[src/rtl/button_conditioner.sv]
// Push-button conditioner: synchronises a raw, bouncing button, debounces it
// into a clean level, and emits single-cycle count pulses (one per press plus
// optional auto-repeat while held). All outputs are registered.
module button_conditioner #(
    parameter int unsigned SYNC_STAGES     = 2,
    parameter int unsigned DEBOUNCE_CYCLES = 16,
    parameter int unsigned REPEAT_DELAY    = 256,
    parameter int unsigned REPEAT_PERIOD   = 64
) (
    input  logic clk,
    input  logic reset,
    input  logic btn_in,
    input  logic repeat_en,
    output logic inc_pulse,
    output logic pressed,
    output logic held
);

    localparam int unsigned TMR_MAX = (REPEAT_DELAY > REPEAT_PERIOD) ? REPEAT_DELAY : REPEAT_PERIOD;
    localparam int unsigned TMR_W   = $clog2(TMR_MAX);
    localparam int unsigned DB_W    = $clog2(DEBOUNCE_CYCLES);

    localparam logic [DB_W-1:0]  DB_LAST     = DB_W'(DEBOUNCE_CYCLES - 1);
    localparam logic [TMR_W-1:0] DELAY_LAST  = TMR_W'(REPEAT_DELAY - 1);
    localparam logic [TMR_W-1:0] PERIOD_LAST = TMR_W'(REPEAT_PERIOD - 1);

    typedef enum logic [1:0] {
        IDLE,
        DELAY,
        REPEAT
    } state_t;

    logic [SYNC_STAGES-1:0] sync_q;
    logic                   sync;

    logic [DB_W-1:0]        db_cnt_q;
    logic [DB_W-1:0]        db_cnt_d;
    logic                   pressed_q;
    logic                   pressed_d;
    logic                   accept_rise;
    logic                   accept_fall;

    state_t                 state_q;
    logic [TMR_W-1:0]       timer_q;
    logic                   pulse_q;
    logic                   held_q;

    // Synchroniser chain for the asynchronous button input
    always_ff @(posedge clk or posedge reset) begin
        if (reset) begin
            sync_q <= '0;
        end else begin
            sync_q <= {sync_q[SYNC_STAGES-2:0], btn_in};
        end
    end

    assign sync = sync_q[SYNC_STAGES-1];

    // Debounce next-state: count consecutive cycles the synchronised level
    // disagrees with the accepted level; accept on the terminal count
    always_comb begin
        db_cnt_d    = '0;
        pressed_d   = pressed_q;
        accept_rise = 1'b0;
        accept_fall = 1'b0;
        if (sync != pressed_q) begin
            if (db_cnt_q == DB_LAST) begin
                pressed_d   = sync;
                accept_rise = sync;
                accept_fall = ~sync;
            end else begin
                db_cnt_d = db_cnt_q + 1'b1;
            end
        end
    end

    // Debounce state registers
    always_ff @(posedge clk or posedge reset) begin
        if (reset) begin
            db_cnt_q  <= '0;
            pressed_q <= 1'b0;
        end else begin
            db_cnt_q  <= db_cnt_d;
            pressed_q <= pressed_d;
        end
    end

    // Press / auto-repeat FSM with registered pulse and held outputs.
    // The accept strobes come from the debounce logic so the initial pulse
    // lands on the same edge that pressed rises; a release accepted on the
    // same edge as a due repeat wins and suppresses that pulse.
    always_ff @(posedge clk or posedge reset) begin
        if (reset) begin
            state_q <= IDLE;
            timer_q <= '0;
            pulse_q <= 1'b0;
            held_q  <= 1'b0;
        end else begin
            pulse_q <= 1'b0;
            case (state_q)
                IDLE: begin
                    held_q  <= 1'b0;
                    timer_q <= '0;
                    if (accept_rise) begin
                        pulse_q <= 1'b1;
                        state_q <= DELAY;
                    end
                end
                DELAY: begin
                    if (accept_fall) begin
                        state_q <= IDLE;
                        timer_q <= '0;
                        held_q  <= 1'b0;
                    end else if (!repeat_en) begin
                        timer_q <= '0;
                    end else if (timer_q == DELAY_LAST) begin
                        pulse_q <= 1'b1;
                        timer_q <= '0;
                        held_q  <= 1'b1;
                        state_q <= REPEAT;
                    end else begin
                        timer_q <= timer_q + 1'b1;
                    end
                end
                REPEAT: begin
                    if (accept_fall) begin
                        state_q <= IDLE;
                        timer_q <= '0;
                        held_q  <= 1'b0;
                    end else if (!repeat_en) begin
                        timer_q <= '0;
                    end else if (timer_q == PERIOD_LAST) begin
                        pulse_q <= 1'b1;
                        timer_q <= '0;
                    end else begin
                        timer_q <= timer_q + 1'b1;
                    end
                end
                default: begin
                    state_q <= IDLE;
                    timer_q <= '0;
                    held_q  <= 1'b0;
                end
            endcase
        end
    end

    assign inc_pulse = pulse_q;
    assign pressed   = pressed_q;
    assign held      = held_q;

endmodule

[config.mk]
export PLATFORM = sky130hd
export DESIGN_NAME = button_conditioner
export DESIGN_NICKNAME = d
export VERILOG_FILES = /design/src/rtl/button_conditioner.sv
export SDC_FILE = /design/constraint.sdc
export NUM_CORES = 1
export LEC_CHECK = 0
export ABC_AREA = 1
export CORE_UTILIZATION = 61
export CTS_CLUSTER_SIZE = 20
export DETAILED_ROUTE_END_ITERATION = 8
export PLACE_DENSITY = 0.82
export SLEW_MARGIN = 20
export SYNTH_ARGS = -nofsm -noshare
export SYNTH_HDL_FRONTEND = slang
export SYNTH_SLANG_ARGS = --single-unit
[constraint.sdc]
create_clock -name clk -period 2.5 [get_ports clk]
set_input_delay 0.25 -clock clk [delete_from_list [all_inputs] [get_ports clk]]
set_output_delay 0.25 -clock clk [all_outputs]
set_load 0.02 [all_outputs]
==> results of run 1 <==
==> registers in the layout, summed over array words and instances (netlist names) <==
signal / cells
db_cnt_q: 4
held: 1
inc_pulse: 1
pressed: 1
state_q: 2
sync_q: 2
timer_q: 8
==> per-stage QoR <==
stage | cells | hold slack, ps | worst slack (ps) | area [um^2] | power [mW]
floorplan | 120 | 201 | 1170 | 1060 | 0.561
global placement | 142 | 336 | 1070 | 1140 | 0.601
detailed placement | 142 | 339 | 1010 | 1140 | 0.609
CTS | 146 | 367 | 901 | 1160 | 0.770
global route | 146 | 360 | 867 | 1160 | 0.813
finish | 146 | 355 | 915 | 1160 | 0.763
==> synthesized netlist by cell type <==
master,instances,area [um^2]
nand2_4,1,11.3
xor2_1,4,35.0
nor3_4,1,16.3
nand3b_1,1,7.51
o21ai_1,1,5.00
nor2_2,9,56.3
nand4_1,2,12.5
a21oi_1,2,10.0
nand3_2,3,30.0
nand2_2,3,18.8
xnor2_1,1,8.76
ha_1,6,75.1
a21boi_1,1,7.51
dfrtp_1,19,475
nand3_1,8,40.0
nor2_1,11,41.3
nand2_1,23,86.3
o21ai_0,2,10.0
o21a_1,1,7.51
inv_1,18,67.6
nand3_4,1,17.5
and3_2,1,7.51
o21ai_2,1,8.76
==> power by group through the flow <==
| stage | logic, mW | clock network [mW] | registers (mW) |
|---|---|---|---|
| after floorplan | 0.201 | 0 | 0.360 |
| after global placement | 0.238 | 0 | 0.364 |
| after detailed placement | 0.242 | 0 | 0.367 |
| after CTS | 0.246 | 0.163 | 0.361 |
| after global routing | 0.276 | 0.173 | 0.364 |
| final | 0.247 | 0.155 | 0.360 |
==> layout make-up <==
cell class / instances / area [um^2]
flip-flops and latches: 19 / 475
repair buffers: 6 / 60.1
clock buffers: 3 / 22.5
well taps: 16 / 20.0
inverters: 18 / 67.6
fillers: 119 / 395
multi-input cells: 83 / 513
clock inverters: 1 / 5.00
==> cell families after synthesis <==
kind of cell | after synthesis
AO/OA/AOI/OAI | 8
XOR/XNOR | 5
adder cells (fa/ha/maj) | 6
buffers and inverters | 18
flip-flops | 19
AND/OR/NAND/NOR | 64
==> routing by layer <==
metal	vias up	GRT usage (%)	wire, um
li1	402	-	-
met2	8	35.5	830
met1	342	27.5	797
met5	-	0	0
met4	0	5.63	0
met3	0	7.50	53
==> how the worst min path moves through the flow <==
stage / start / end / cells after the start
3_3_place_gp: sync_q[0] / sync_q[1] / 0
5_1_grt: btn_in / sync_q[0] / 1
2_1_floorplan: reset / db_cnt_q[0] / 1
6_report: reset / inc_pulse / 2
4_1_cts: sync_q[0] / sync_q[1] / 0
3_5_place_dp: sync_q[0] / sync_q[1] / 0
==> flow_summary.ini, run 1 <==
[global_route]
antenna_found_initial = 0
grt_pass1_wl_um = 2970
grt_pass1_vias = 717
grtUsageTotal_pct = 21.7
grt_remaining_overflow = 0
grt_max_degree = 20

[route]
num_vias = 752
drc_errors = 0
firstDrtPassIters = 4
drtAntennaViolNets = 0
via_per_inst = 5.15
wl_per_cell_um = 11.5
wirelength_um = 1680
drtIter0Drc = 10

[synth]
synth-simple-area-share_pct = 32.7
syn_area_per_cell_um2 = 8.80
synth_top_family_by_area = simple AND/OR/NAND/NOR gates
syn-cell-area_mm2 = 0.00106
synth_xor_area_share_pct = 4.15
syn_inst = 120
ys_ff_latch = 19
synth_compound_area_share_pct = 4.62
syn_nets = 130
seq_area_frac_synth_pct = 45.0
synth_cell_types = 23
ys.warnings.count = 0
yosys.area_share.adder_pct = 7.11
synth_mux_area_share_pct = 0

[run_status]
outcome = completed

[setup_path]
critPathArrivalTime_ps = 1330
timing.rr.end = timer_q[5]
cp_top_family = buffers and inverters
crit_cells = 1
cp-end-kind = primary output
critPathBufInv = 1
rrSetupSlack_ps = 1000
crit_path_top_delay_cell = clkdlybuf4s50_1
crit_chain = clkdlybuf4s50_1
cp.required_ps = 2250
reg2reg_depth = 8
critPathMaxFanout = 4
crit_path_end = pressed
worstSetupPathType = reg2out
cp_slowest_stage_delay_ps = 620
r2r_start = db_cnt_q[0]
critPathLaunch = pressed
crit_path_start_kind = flip-flop

[power_and_ir_drop]
p_leak_nw = 0.577
internal-power_mw = 0.482
seq_power_share_pct = 47.2
powerDensity_mw_per_mm2 = 656
switchingPower_mw = 0.281
netSwitchingFraction_pct = 36.8
p_clk_share_pct = 20.4
power_frac_comb_pct = 32.4
ir_drop_uv = 544

[layout]
antenna_cells = 0
drive_gt1_share_pct = 18.5
layout_commonest_cell = nand2_1
layout_common_cells = nand2_1, dfrtp_1, inv_1, nor2_1, nor2_2
syn_to_final_growth_pct = 10.2
fin_util_pct = 74.6
fin_nets = 141

[hold_path]
hp-class = in2async

[sta]
finClkSkew_ps = 4.71
rsz0062_at_grt = false
clock.fmax_mhz = 631
period_needed_ps = 1580
slew_violations = 0
tightest_slew_ps = 702
fin_crit_sh_pct = 63.4
setup_tns_ps = 0
slew_headroom_pct = 53.2
hold_viol_final = 0
setup_viol = 0

[floorplan]
die_y_um = 43.6
die_w_um = 43.6
design.die.area_mm2 = 0.00190
core_mm2 = 0.00156
initial_core_util_pct = 67.7
ios = 7
row_count = 14

[clocking]
cts_setup_buffers = 0
numClockSinks = 19
cts.hold.buffers_added = 0
clkLatencyLatePin_ps = 300
htreeDepth = 1
path_clk_slew_ps = 110
cts_tree = yes
post_cts_resized = 0
cts_buffers = 3
ctsLongestPathBuffers = 2
cts_root_buf = clkbuf_4

[place]
io_buffers = 6
dp_hpwl_um = 1300
routabilityCongestion = 0.839

[job]
maxCapViolations = 0
No activity file was read; power rests on OpenSTA's default activity.
==> run 2, diff against run 1 <==
--- a/config.mk
+++ b/config.mk
@@ -6,10 +6,11 @@
 export NUM_CORES = 1
 export LEC_CHECK = 0
 export ABC_AREA = 1
-export CORE_UTILIZATION = 61
+export CORE_ASPECT_RATIO = 1.4
+export CORE_UTILIZATION = 56
 export CTS_CLUSTER_SIZE = 20
 export DETAILED_ROUTE_END_ITERATION = 8
-export PLACE_DENSITY = 0.82
+export PLACE_DENSITY = 0.76
 export SLEW_MARGIN = 20
 export SYNTH_ARGS = -nofsm -noshare
 export SYNTH_HDL_FRONTEND = slang
==> constraint.sdc (replaced) <==
create_clock -name clk -period 1.6 [get_ports clk]
set_input_delay 0.16 -clock clk [delete_from_list [all_inputs] [get_ports clk]]
set_output_delay 0.16 -clock clk [all_outputs]
set_load 0.02 [all_outputs]
==> flow_summary.ini, run 2 (synthesized netlist as in run 1, its figures left out) <==
[run_status]
outcome = completed

[floorplan]
ios = 7
initial_core_util_pct = 60.1
die_y_um = 53.4
design.die.area_mm2 = 0.00207
row_count = 18
die_w_um = 38.7
core_mm2 = 0.00176

[sta]
rsz0062_at_grt = false
slew_headroom_pct = 83.4
clock.fmax_mhz = 679
setup_viol = 0
slew_violations = 0
tightest_slew_ps = 246
fin_crit_sh_pct = 92.0
setup_tns_ps = 0
finalWorstSetupSlack_ps = 128
finClkSkew_ps = 1.96
period_needed_ps = 1470
hold_viol_final = 0

[layout]
fin_nets = 142
fin_area_mm2 = 0.00118
syn_to_final_growth_pct = 11.4
antenna_cells = 0
fin_cells = 151
largest_reg_flops = 8
layout_common_cells = nand2_1, dfrtp_1, inv_1, nor2_1, nor2_2
drive_gt1_share_pct = 19.1
layout_commonest_cell = nand2_1
top_regs = timer_q: 8 flops, db_cnt_q: 4 flops
top_register = timer_q

[place]
io_buffers = 6
placed_cells = 147
routabilityCongestion = 0.733
preCtsSetupSlack_ps = 149
postPlaceCellArea_mm2 = 0.00115
dp_hpwl_um = 1340

[setup_path]
worstSetupPathType = reg2reg
critPathMaxFanout = 6
critPathArrivalTime_ps = 1710
cp-end-kind = flip-flop
rrSetupSlack_ps = 130
crit_path_start_kind = flip-flop
cp.required_ps = 1840

[route]
wirelength_um = 1730
num_vias = 779
drc_errors = 0
firstDrtPassIters = 4
via_per_inst = 5.16
drtAntennaViolNets = 0
drtIter0Drc = 8
wl_per_cell_um = 11.4

[clocking]
post_cts_resized = 0
cts_tree = yes
cts.hold.buffers_added = 0
cts_root_buf = clkbuf_4
numClockSinks = 19
clkLatencyLatePin_ps = 300
htreeDepth = 1
cts_buffers = 3
path_clk_slew_ps = 110
ctsLongestPathBuffers = 2
cts_setup_buffers = 0

[power_and_ir_drop]
powerDensity_mw_per_mm2 = 1010
ir_drop_uv = 787
p_leak_nw = 0.582

[global_route]
grtUsageTotal_pct = 20.8
grt_max_degree = 20
grt_pass1_wl_um = 2950
grt_pass1_vias = 786
grt_remaining_overflow = 0
antenna_found_initial = 0

[job]
maxCapViolations = 0

[hold_path]
hp-class = in2async
-- run 2: cell count changes in the layout (fill, tap and decap cells not counted), sizes merged --
cell | previous run | this run
buf | 0 | 1
-- run 2: stage by stage --
stage	utilization [%]	power [mW]	hold WS, ps
floorplan	-	0.876	111
global placement	65.4	0.944	333
detailed placement	65.4	0.962	336
CTS	67.0	1.21	156
global route	67.0	1.28	204
finish	67.0	1.19	163
-- run 2: worst paths after layout --
check / start / end / cells after the start
setup / recovery: db_cnt_q[0] / timer_q[0] / 8
hold / removal: reset / timer_q[4] / 3
setup reg to reg: db_cnt_q[0] / timer_q[0] / 8
hold reg to reg: sync_q[0] / sync_q[1] / 0
max in group asynchronous: reset / pressed / 3
min in group clk: btn_in / sync_q[0] / 1
-- run 2: critical path: stages, from the launching register on --
cell and delay (ps):
dfrtp_1 410, ha_1 240, nand3_2 120, nor2_2 60
nor2_2 170, nand3_2 110, o21ai_2 110, nand2_4 110
nor2_2 90
-- run 2: layer usage --
layer,up-vias,GRT usage [%],share of wire [%]
li1,398,-,-
met1,363,20.4,42
met2,13,39.2,53
met3,5,3.78,2.0
met4,0,10.3,2.2
met5,-,0,0
-- run 2: layout make-up --
| type | instances | area [um^2] |
|---|---|---|
| clock inverter | 1 | 5.00 |
| timing repair buffer | 7 | 67.6 |
| multi-input combinational | 83 | 513 |
| tap | 20 | 25.0 |
| inverter | 18 | 67.6 |
| fill | 144 | 581 |
| clock buffer | 3 | 22.5 |
| sequential | 19 | 475 |
-- run 2: where the power goes --
| group | internal (mW) | switching, mW |
|---|---|---|
| clock network | 0.0932 | 0.149 |
| logic | 0.138 | 0.247 |
| registers | 0.523 | 0.0427 |
| total | 0.754 | 0.439 |
